$ cat src/rtl/adder_4bit_if.sv
// rtl/adder_4bit_if.sv - operand/result bundle for the 4-bit adder
interface adder_4bit_if;
  logic [3:0] a;
  logic [3:0] b;
  logic       cin;
  logic       in_valid;
  logic [3:0] sum;
  logic       cout;
  logic [3:0] sum_q;
  logic       cout_q;
  logic       ovf_q;
  logic       zero_q;
  logic       out_valid;

  modport master (
    output a, b, cin, in_valid,
    input  sum, cout, sum_q, cout_q, ovf_q, zero_q, out_valid
  );

  modport slave (
    input  a, b, cin, in_valid,
    output sum, cout, sum_q, cout_q, ovf_q, zero_q, out_valid
  );
endinterface

$ cat src/rtl/adder_4bit.sv
// rtl/adder_4bit.sv - ripple-carry adder with live result and registered flag-annotated copy
module adder_4bit (
  input  logic        clk,
  input  logic        rst_n,
  adder_4bit_if.slave bus
);

  logic [4:0] c;
  logic [3:0] s;
  logic       ovf;
  logic       zero;

  // c[i] is the carry into bit i; c[3]^c[4] exposes signed overflow directly
  always_comb begin
    c    = '0;
    s    = '0;
    c[0] = bus.cin;
    for (int i = 0; i < 4; i++) begin
      s[i]   = bus.a[i] ^ bus.b[i] ^ c[i];
      c[i+1] = (bus.a[i] & bus.b[i]) | ((bus.a[i] ^ bus.b[i]) & c[i]);
    end
  end

  assign ovf      = c[3] ^ c[4];
  assign zero     = (s == 4'b0000);
  assign bus.sum  = s;
  assign bus.cout = c[4];

  always_ff @(posedge clk) begin
    if (!rst_n) begin
      bus.sum_q     <= 4'b0000;
      bus.cout_q    <= 1'b0;
      bus.ovf_q     <= 1'b0;
      bus.zero_q    <= 1'b0;
      bus.out_valid <= 1'b0;
    end else begin
      bus.out_valid <= bus.in_valid;
      if (bus.in_valid) begin
        bus.sum_q  <= s;
        bus.cout_q <= c[4];
        bus.ovf_q  <= ovf;
        bus.zero_q <= zero;
      end
    end
  end

endmodule

$ cat src/flat_wrapper.sv
// flat-port wrapper written by rule: the top's interface ports become plain ports
module adder_4bit_flat 
  (clk, rst_n, bus_a, bus_b, bus_cin, bus_in_valid, bus_sum, bus_cout, bus_sum_q, bus_cout_q, bus_ovf_q, bus_zero_q, bus_out_valid);
  adder_4bit_if bus_i ();
  input  logic clk;
  input  logic rst_n;
  input wire logic [$bits(bus_i.a)-1:0] bus_a;
  input wire logic [$bits(bus_i.b)-1:0] bus_b;
  input wire logic [$bits(bus_i.cin)-1:0] bus_cin;
  input wire logic [$bits(bus_i.in_valid)-1:0] bus_in_valid;
  output wire logic [$bits(bus_i.sum)-1:0] bus_sum;
  output wire logic [$bits(bus_i.cout)-1:0] bus_cout;
  output wire logic [$bits(bus_i.sum_q)-1:0] bus_sum_q;
  output wire logic [$bits(bus_i.cout_q)-1:0] bus_cout_q;
  output wire logic [$bits(bus_i.ovf_q)-1:0] bus_ovf_q;
  output wire logic [$bits(bus_i.zero_q)-1:0] bus_zero_q;
  output wire logic [$bits(bus_i.out_valid)-1:0] bus_out_valid;
  assign bus_i.a = bus_a;
  assign bus_i.b = bus_b;
  assign bus_i.cin = bus_cin;
  assign bus_i.in_valid = bus_in_valid;
  assign bus_sum = bus_i.sum;
  assign bus_cout = bus_i.cout;
  assign bus_sum_q = bus_i.sum_q;
  assign bus_cout_q = bus_i.cout_q;
  assign bus_ovf_q = bus_i.ovf_q;
  assign bus_zero_q = bus_i.zero_q;
  assign bus_out_valid = bus_i.out_valid;
  adder_4bit u_core (.clk(clk), .rst_n(rst_n), .bus(bus_i));
endmodule
$ cat config.mk
export PLATFORM = sky130hd
export DESIGN_NAME = adder_4bit_flat
export DESIGN_NICKNAME = d
export VERILOG_FILES = /design/src/rtl/adder_4bit_if.sv /design/src/rtl/adder_4bit.sv /design/src/flat_wrapper.sv
export SDC_FILE = /design/constraint.sdc
export NUM_CORES = 1
export LEC_CHECK = 0
export CORE_AREA = 2 2 39 41
export CTS_BUF_LIST = sky130_fd_sc_hd__clkbuf_4 sky130_fd_sc_hd__clkbuf_8
export DETAILED_ROUTE_END_ITERATION = 8
export DIE_AREA = 0 0 41 43
export GPL_ROUTABILITY_DRIVEN = 1
export PLACE_DENSITY = 0.67
export SYNTH_ARGS = -nofsm -noshare
export SYNTH_HDL_FRONTEND = slang
export SYNTH_SLANG_ARGS = --single-unit
$ cat constraint.sdc
create_clock -name clk -period 3.3 [get_ports clk]
set_input_delay 0.495 -clock clk [delete_from_list [all_inputs] [get_ports clk]]
set_output_delay 0.495 -clock clk [all_outputs]
set_load 0.03 [all_outputs]
Yosys cells after proc, flatten, opt, wreduce, memory -nomap -nowiden
Index checks and enable logic that the tools add are counted.
Widths: inputs -> output; s select.

word-level totals
  flip-flop bits (word level) = 8
  bits of input ports = 12
  output and inout bits = 13

cells by class
  bitwise logic cells = 21
  reductions and logical operators = 1

operator list
  kind             number
  $xor 1x1->1      9
  $and 1x1->1      8
  $logic_not 4->1  1
  $or 1x1->1       4

Longest topological paths before layout
  word-level depth = 10
  depth in mapped cells = 7
  depth with buffers taken out = 7

Worst setup path before layout
OpenSTA, ideal clock, no wires.

  kind = input port to output port
  start = input port bus_cin
  end = output port bus_sum[3]
  arrival time = 2.409 ns
  required time = 2.805 ns
  slack = 0.396 ns
  cell stages on the path = 6
  path buffers = 0
  cell sequence = fa_1 -> fa_1 -> fa_1 -> inv_1 -> fa_1 -> inv_1

on the way
  longest elaborated chain between the ends = 7

ends and longest elaborated chain
  element      line                RTL
  from (decl)  flat_wrapper.sv:9   input wire logic [$bits(bus_i.cin)-1:0] bus_cin;
  $and 1x1->1  adder_4bit.sv:20    c[i+1] = (bus.a[i] & bus.b[i]) | ((bus.a[i] ^ bus.b[i]) & c[i]);
  $or 1x1->1   adder_4bit.sv:20
  $and 1x1->1  adder_4bit.sv:20
  $or 1x1->1   adder_4bit.sv:20
  $and 1x1->1  adder_4bit.sv:20
  $or 1x1->1   adder_4bit.sv:20
  $xor 1x1->1  adder_4bit.sv:19    s[i] = bus.a[i] ^ bus.b[i] ^ c[i];
  to (decl)    flat_wrapper.sv:11  output wire logic [$bits(bus_i.sum)-1:0] bus_sum;

No other way between the ends.

Worst setup path in the final report
  start = input port bus_a[0]
  end = output port bus_sum[3]

on the way
  longest elaborated chain between the ends = 8
  elaborated cells on any way between the ends = 9

ends and longest elaborated chain
  element          line               RTL
  from (decl)      flat_wrapper.sv:7  input wire logic [$bits(bus_i.a)-1:0] bus_a;
  $xor 1x1->1      adder_4bit.sv:20
  $and 1x1->1      adder_4bit.sv:20
  $or 1x1->1 (*)   adder_4bit.sv:20
  $and 1x1->1 (*)  adder_4bit.sv:20
  $or 1x1->1 (*)   adder_4bit.sv:20
  $and 1x1->1 (*)  adder_4bit.sv:20
  $or 1x1->1 (*)   adder_4bit.sv:20
  $xor 1x1->1 (*)  adder_4bit.sv:19

Every way passes the cells marked *; elsewhere a longest branch is shown, timed or not.

==> flow_summary.toml <==
[sta]
timing.final.setup_violations = 0
finalCriticalPeriod_ns = 3.17
final.period_utilization_pct = 96.0
hold_viol_final = 0
rsz0062_at_grt = "false"
finClkSkew_ns = 0
fmax_mhz = 316
slew_headroom_pct = 75.0
tightest_slew_ns = 0.374
finalSetupTns_ns = 0
layout_setup_ws_ns = 0.132
final_max_slew_viol_count = 0

[synth]
yosys-top-cells-count = "dfxtp_1 (8), inv_1 (6), fa_1 (4)"
synth_cells = 36
yosys_warnings = 0
synth_cell_types = 13
netlist_area_um2 = 392
yosysSeqAreaShare_pct = 40.9
synth_edf_count = 0
synthArstFlopShare_pct = 0
synth.largest_area_cell = "dfxtp_1"
ys.flop_type = "dfxtp_1"
synth_most_common_cell = "dfxtp_1"
synth_area_leaders = "dfxtp_1 (41%), fa_1 (20%), mux2i_1 (7.7%), inv_1 (5.8%), o211a_1 (5.1%)"
syn_avg_cell_area_um2 = 10.9
synth.top_cell.area_share_pct = 40.9
ys_ff_latch = 8
syn_nets = 52

[final_layout]
antennaDiodeCount = 0
nNetsFinal = 83
multiInputGateArea_um2 = 211
fin_area_um2 = 702
regArea_um2 = 160
final_core_util_pct = 50.7
syn_to_final_growth_pct = 79.2
layout-drive-gt1-share_pct = 16.9
fillerInstances = 137

[die]
coreArea_um2 = 1380
die-area_um2 = 1760
pin_count = 25
die_x_um = 41
start_util_pct = 28.3
fp.dieH_um = 43
row_count = 14

[detailed_routing]
wire_per_inst_um = 9.23
wl_um = 748
vias = 342
dr.pass1.iters = 1
drc = 0
ant_nets = 0
drt-initial-drc-count = 0
via_per_inst = 4.22

[global_route]
gr-total-overflow = 0
grt_pass1_vias = 351
grt_max_degree = 11
grt_use_total_pct = 11.1
grt_antenna_before_repair = 0
grt_pass1_wl_um = 1320

[clocking]
clk_pin_slew_ns = 0.05
clkSinkCount = 8
postCtsSetupBuffers = 0
cts_buffers = 3
cts_buffer_depth = 2
cts-root-buf = "clkbuf_4"
cts_tree = "yes"
clk_latency_ns = 0.25
h-tree-depth = 1
cts_hold_buf = 0

[power]
power_density_nw_per_um2 = 443
power_uw = 311
irDropWorstVdd_uv = 245
leakage_nw = 0.330

[placement]
gp_congestion = 0.631
placed_area_um2 = 664
place_ws_ns = -0.248
port_buffers = 24

[run_status]
outcome = "finished clean"

[setup_path]
worst_ep_required_time_ns = 2.80
crit_type = "input pin to output port"
worstPathArrival_ns = 2.67
crit_path_start_kind = "input pin"
cp-end-kind = "output port"
cp_max_fo = 2

[flow_run]
maxCapViolations = 0

[min_path]
hold_path_class = "flip-flop to flip-flop"
==> flip-flops by register name, summed over array words and instances, names as in the netlist <==
| register | count |
|---|---|
| u_core.bus.sum_q | 4 |
| u_core.bus.cout_q | 1 |
| u_core.bus.out_valid | 1 |
| u_core.bus.ovf_q | 1 |
| u_core.bus.zero_q | 1 |
==> routing by layer <==
layer	share of wire, %	routed length (um)	GRT usage (%)
met1	45	335	15.1
met2	46	347	15.0
met3	8.7	65	6.81
met4	0	0	2.00
met5	0	0	0
==> through the flow <==
stage | cells | hold slack, ns
3_5_place_dp | 78 | 0.471
3_3_place_gp | 78 | 0.462
5_1_grt | 81 | 0.510
2_1_floorplan | 36 | 0.599
4_1_cts | 81 | 0.482
6_report | 81 | 0.473
==> report_power, final <==
part / switching [mW] / internal, mW / total, mW / leakage [nW]
Clock: 0.0298 / 0.0414 / 0.0712 / 0.0138
Sequential: 0.00391 / 0.105 / 0.109 / 0.0661
Combinational: 0.0672 / 0.0633 / 0.131 / 0.251
Total: 0.101 / 0.210 / 0.311 / 0.330
==> cells in the final DEF, fill, tap and decap left out, types with 2 or more instances in the layout <==
| cell | n |
|---|---|
| dfxtp_1 | 8 |
| buf_4 | 4 |
| clkbuf_4 | 3 |
| o211a_1 | 2 |
| clkdlybuf4s50_1 | 19 |
| fa_2 | 3 |
| dlymetal6s2s_1 | 2 |
| nor2b_1 | 3 |
| nand2_1 | 3 |
| mux2i_1 | 3 |
| inv_1 | 6 |
| nand3b_1 | 2 |
==> cells by family (layout without fill, tap and decap cells) <==
logic type | Yosys count | count (layout) | share of synthesized area (%)
adder cells (fa/ha/maj) | 4 | 4 | 20.4
AND/OR/NAND/NOR | 9 | 9 | 14.1
buffers and inverters | 7 | 36 | 7.03
XOR/XNOR | 1 | 1 | 2.24
multiplexers | 3 | 3 | 7.67
AO/OA/AOI/OAI | 4 | 4 | 7.67
flip-flops | 8 | 8 | 40.9
==> critical path, cell delays in order <==
cell and delay, ns:
clkdlybuf4s50_1 0.42, fa_2 0.34, fa_2 0.34, fa_2 0.35, inv_1 0.08, fa_1 0.43, inv_1 0.08, buf_6 0.13
==> timing repair <==
| action | CTS | global route |
|---|---|---|
| pin swaps | 0 | 1 |
| setup endpoints to repair | 2 | 1 |
| resized for setup | 3 | 4 |
==> layout make-up <==
class / instances / area share, %
multi-input combinational: 21 / 30.1
clock buffer: 3 / 3.21
sequential: 8 / 22.8
inverter: 6 / 3.21
tap: 16 / 2.85
timing repair buffer: 27 / 37.8
==> final timing paths <==
path	startpoint	end	slack, ns	depth (start not counted)
setup / recovery	bus_a[0]	bus_sum[3]	0.13	8
hold / removal	u_core.bus.zero_q$_SDFFE_PN0P_	u_core.bus.zero_q$_SDFFE_PN0P_	0.47	2
setup reg to reg	u_core.bus.cout_q$_SDFFE_PN0P_	u_core.bus.cout_q$_SDFFE_PN0P_	2.69	1
hold reg to reg	u_core.bus.zero_q$_SDFFE_PN0P_	u_core.bus.zero_q$_SDFFE_PN0P_	0.47	2
Power figures use the tool's default switching activity.
==> edit (same flow settings) <==
Make the reset (`rst_n`) asynchronous in one clocked block.
--- a/src/rtl/adder_4bit.sv
+++ b/src/rtl/adder_4bit.sv
@@ -28,3 +28,3 @@
 
-  always_ff @(posedge clk) begin
+  always_ff @(posedge clk or negedge rst_n) begin
     if (!rst_n) begin
Function: differs if rst_n is asserted again (counterexample within 4 cycles, from zero or initial values and one cycle with rst_n low); with rst_n held inactive, the same outputs for 10 cycles.
==> edit against the original RTL <==
Global-route usage is 0.69 points lower; design area is 8.7% higher; via count is 8.2% lower; area after synthesis is 12% higher; worst setup slack worse by 0.039 ns; sequential cell count stayed put; sequential power is 16% higher; total power is 30% higher; combinational power is 56% higher; final cell count is 7.4% lower; wire length is 2.3% higher; sequential share of layout area is 3.4 points higher; utilization is 4.4 points higher.
==> edit: results <==
run_status:
  status: "finished, final reports clean"
final_layout:
  final_layout_size_suffix_gt1_share_pct: 40.7
  nNetsFinal: 77
  nFillCells: 133
power_and_ir_drop:
  p_leak_nw: 0.358
  vdd_drop_max_uv: 189
global_routing:
  grt_util_met3_pct: 1.57
  pin_count_of_the_biggest_net_entering_global_routing: 9
  global_route.usage.met1_pct: 13.1
  first_global_vias: 299
  busiest_layer: "met2"
  grtUsageTotal_pct: 10.4
detailed_routing:
  drt-vias-per-instance: 4.19
  wl_per_cell_microns: 10.2
  wirelength_microns: 765
setup_path:
  crit-reg2reg-launch: "u_core.bus.sum_q[1]"
  r2r_setup_slack_ns: 2.54
synthesis:
  yosysSeqAreaShare_pct: 45.6
  share_of_the_synthesized_area_in_compound_gates_ao_oa_aoi_oai_pct: 0
  syn_nets: 43
  synthFlopType: "sky130_fd_sc_hd__dfrtp_1"
  synthMuxAreaShare_pct: 23.9
  synthAdderAreaFrac_pct: 18.2
  synth.top_cells.by_area: "sky130_fd_sc_hd__dfrtp_1 46%, sky130_fd_sc_hd__mux2_4 24%, sky130_fd_sc_hd__fa_1 18%"
  avgSynthCellArea_sq_um: 16.3
  post_synth_num_cell_types: 7
min_path:
  hp-class: "in -> async"
timing:
  timing.hold.ws_ns: 0.510
  timing.slew.headroom_pct: 68.9
placed_design:
  place_congestion: 0.629
-- edit: kinds of logic after synthesis --
| family | count (synthesis) |
|---|---|
| xor gates and xnor gates | 1 |
| DFF | 8 |
| and+or+nand+nor | 1 |
| buffers and inverters | 6 |
| adders and majority gates | 4 |
| muxes | 7 |
-- edit: worst max-delay path by stage --
stage / start / end
after floorplan: bus_cin / bus_sum[3]
after global routing: bus_b[0] / bus_sum[3]
after global placement: bus_cin / bus_cout
after CTS: bus_cin / bus_sum[3]
final: bus_b[0] / bus_sum[3]
after detailed placement: bus_cin / bus_cout
-- edit: cell type report --
type	count	share of cell area, %
clock buffers	3	2.95
inverters	5	2.46
multi-input cells	13	28.4
flip-flops and latches	8	26.2
well taps	16	2.62
repair buffers	30	37.4
-- edit: routing by layer --
metal  vias to the layer above  wire, microns
li1                        148              -
met1                       148            304
met2                        16            391
met3                         2             52
met4                         0             17
met5                         -              0
-- edit: stage by stage --
stage | setup WS (ns) | total power, mW | area (sq um)
after floorplan | 0.401 | 0.238 | 439
after global placement | -0.278 | 0.321 | 713
after detailed placement | -0.309 | 0.323 | 713
after CTS | 0.0348 | 0.405 | 753
after global routing | 0.0256 | 0.426 | 763
final | 0.0930 | 0.403 | 763
-- edit: repair_timing --
action / in CTS / in global routing
setup endpoints to repair: 2 / 2
setup buffers: 1 / 1
resized for setup: 7 / 1
pin swaps: 1 / 1
-- edit: report_power, final --
group	total [mW]	internal, mW	switching (mW)
clock	0.0731	0.0415	0.0316
combinational	0.204	0.108	0.0959
sequential	0.126	0.116	0.00990
total	0.403	0.265	0.137
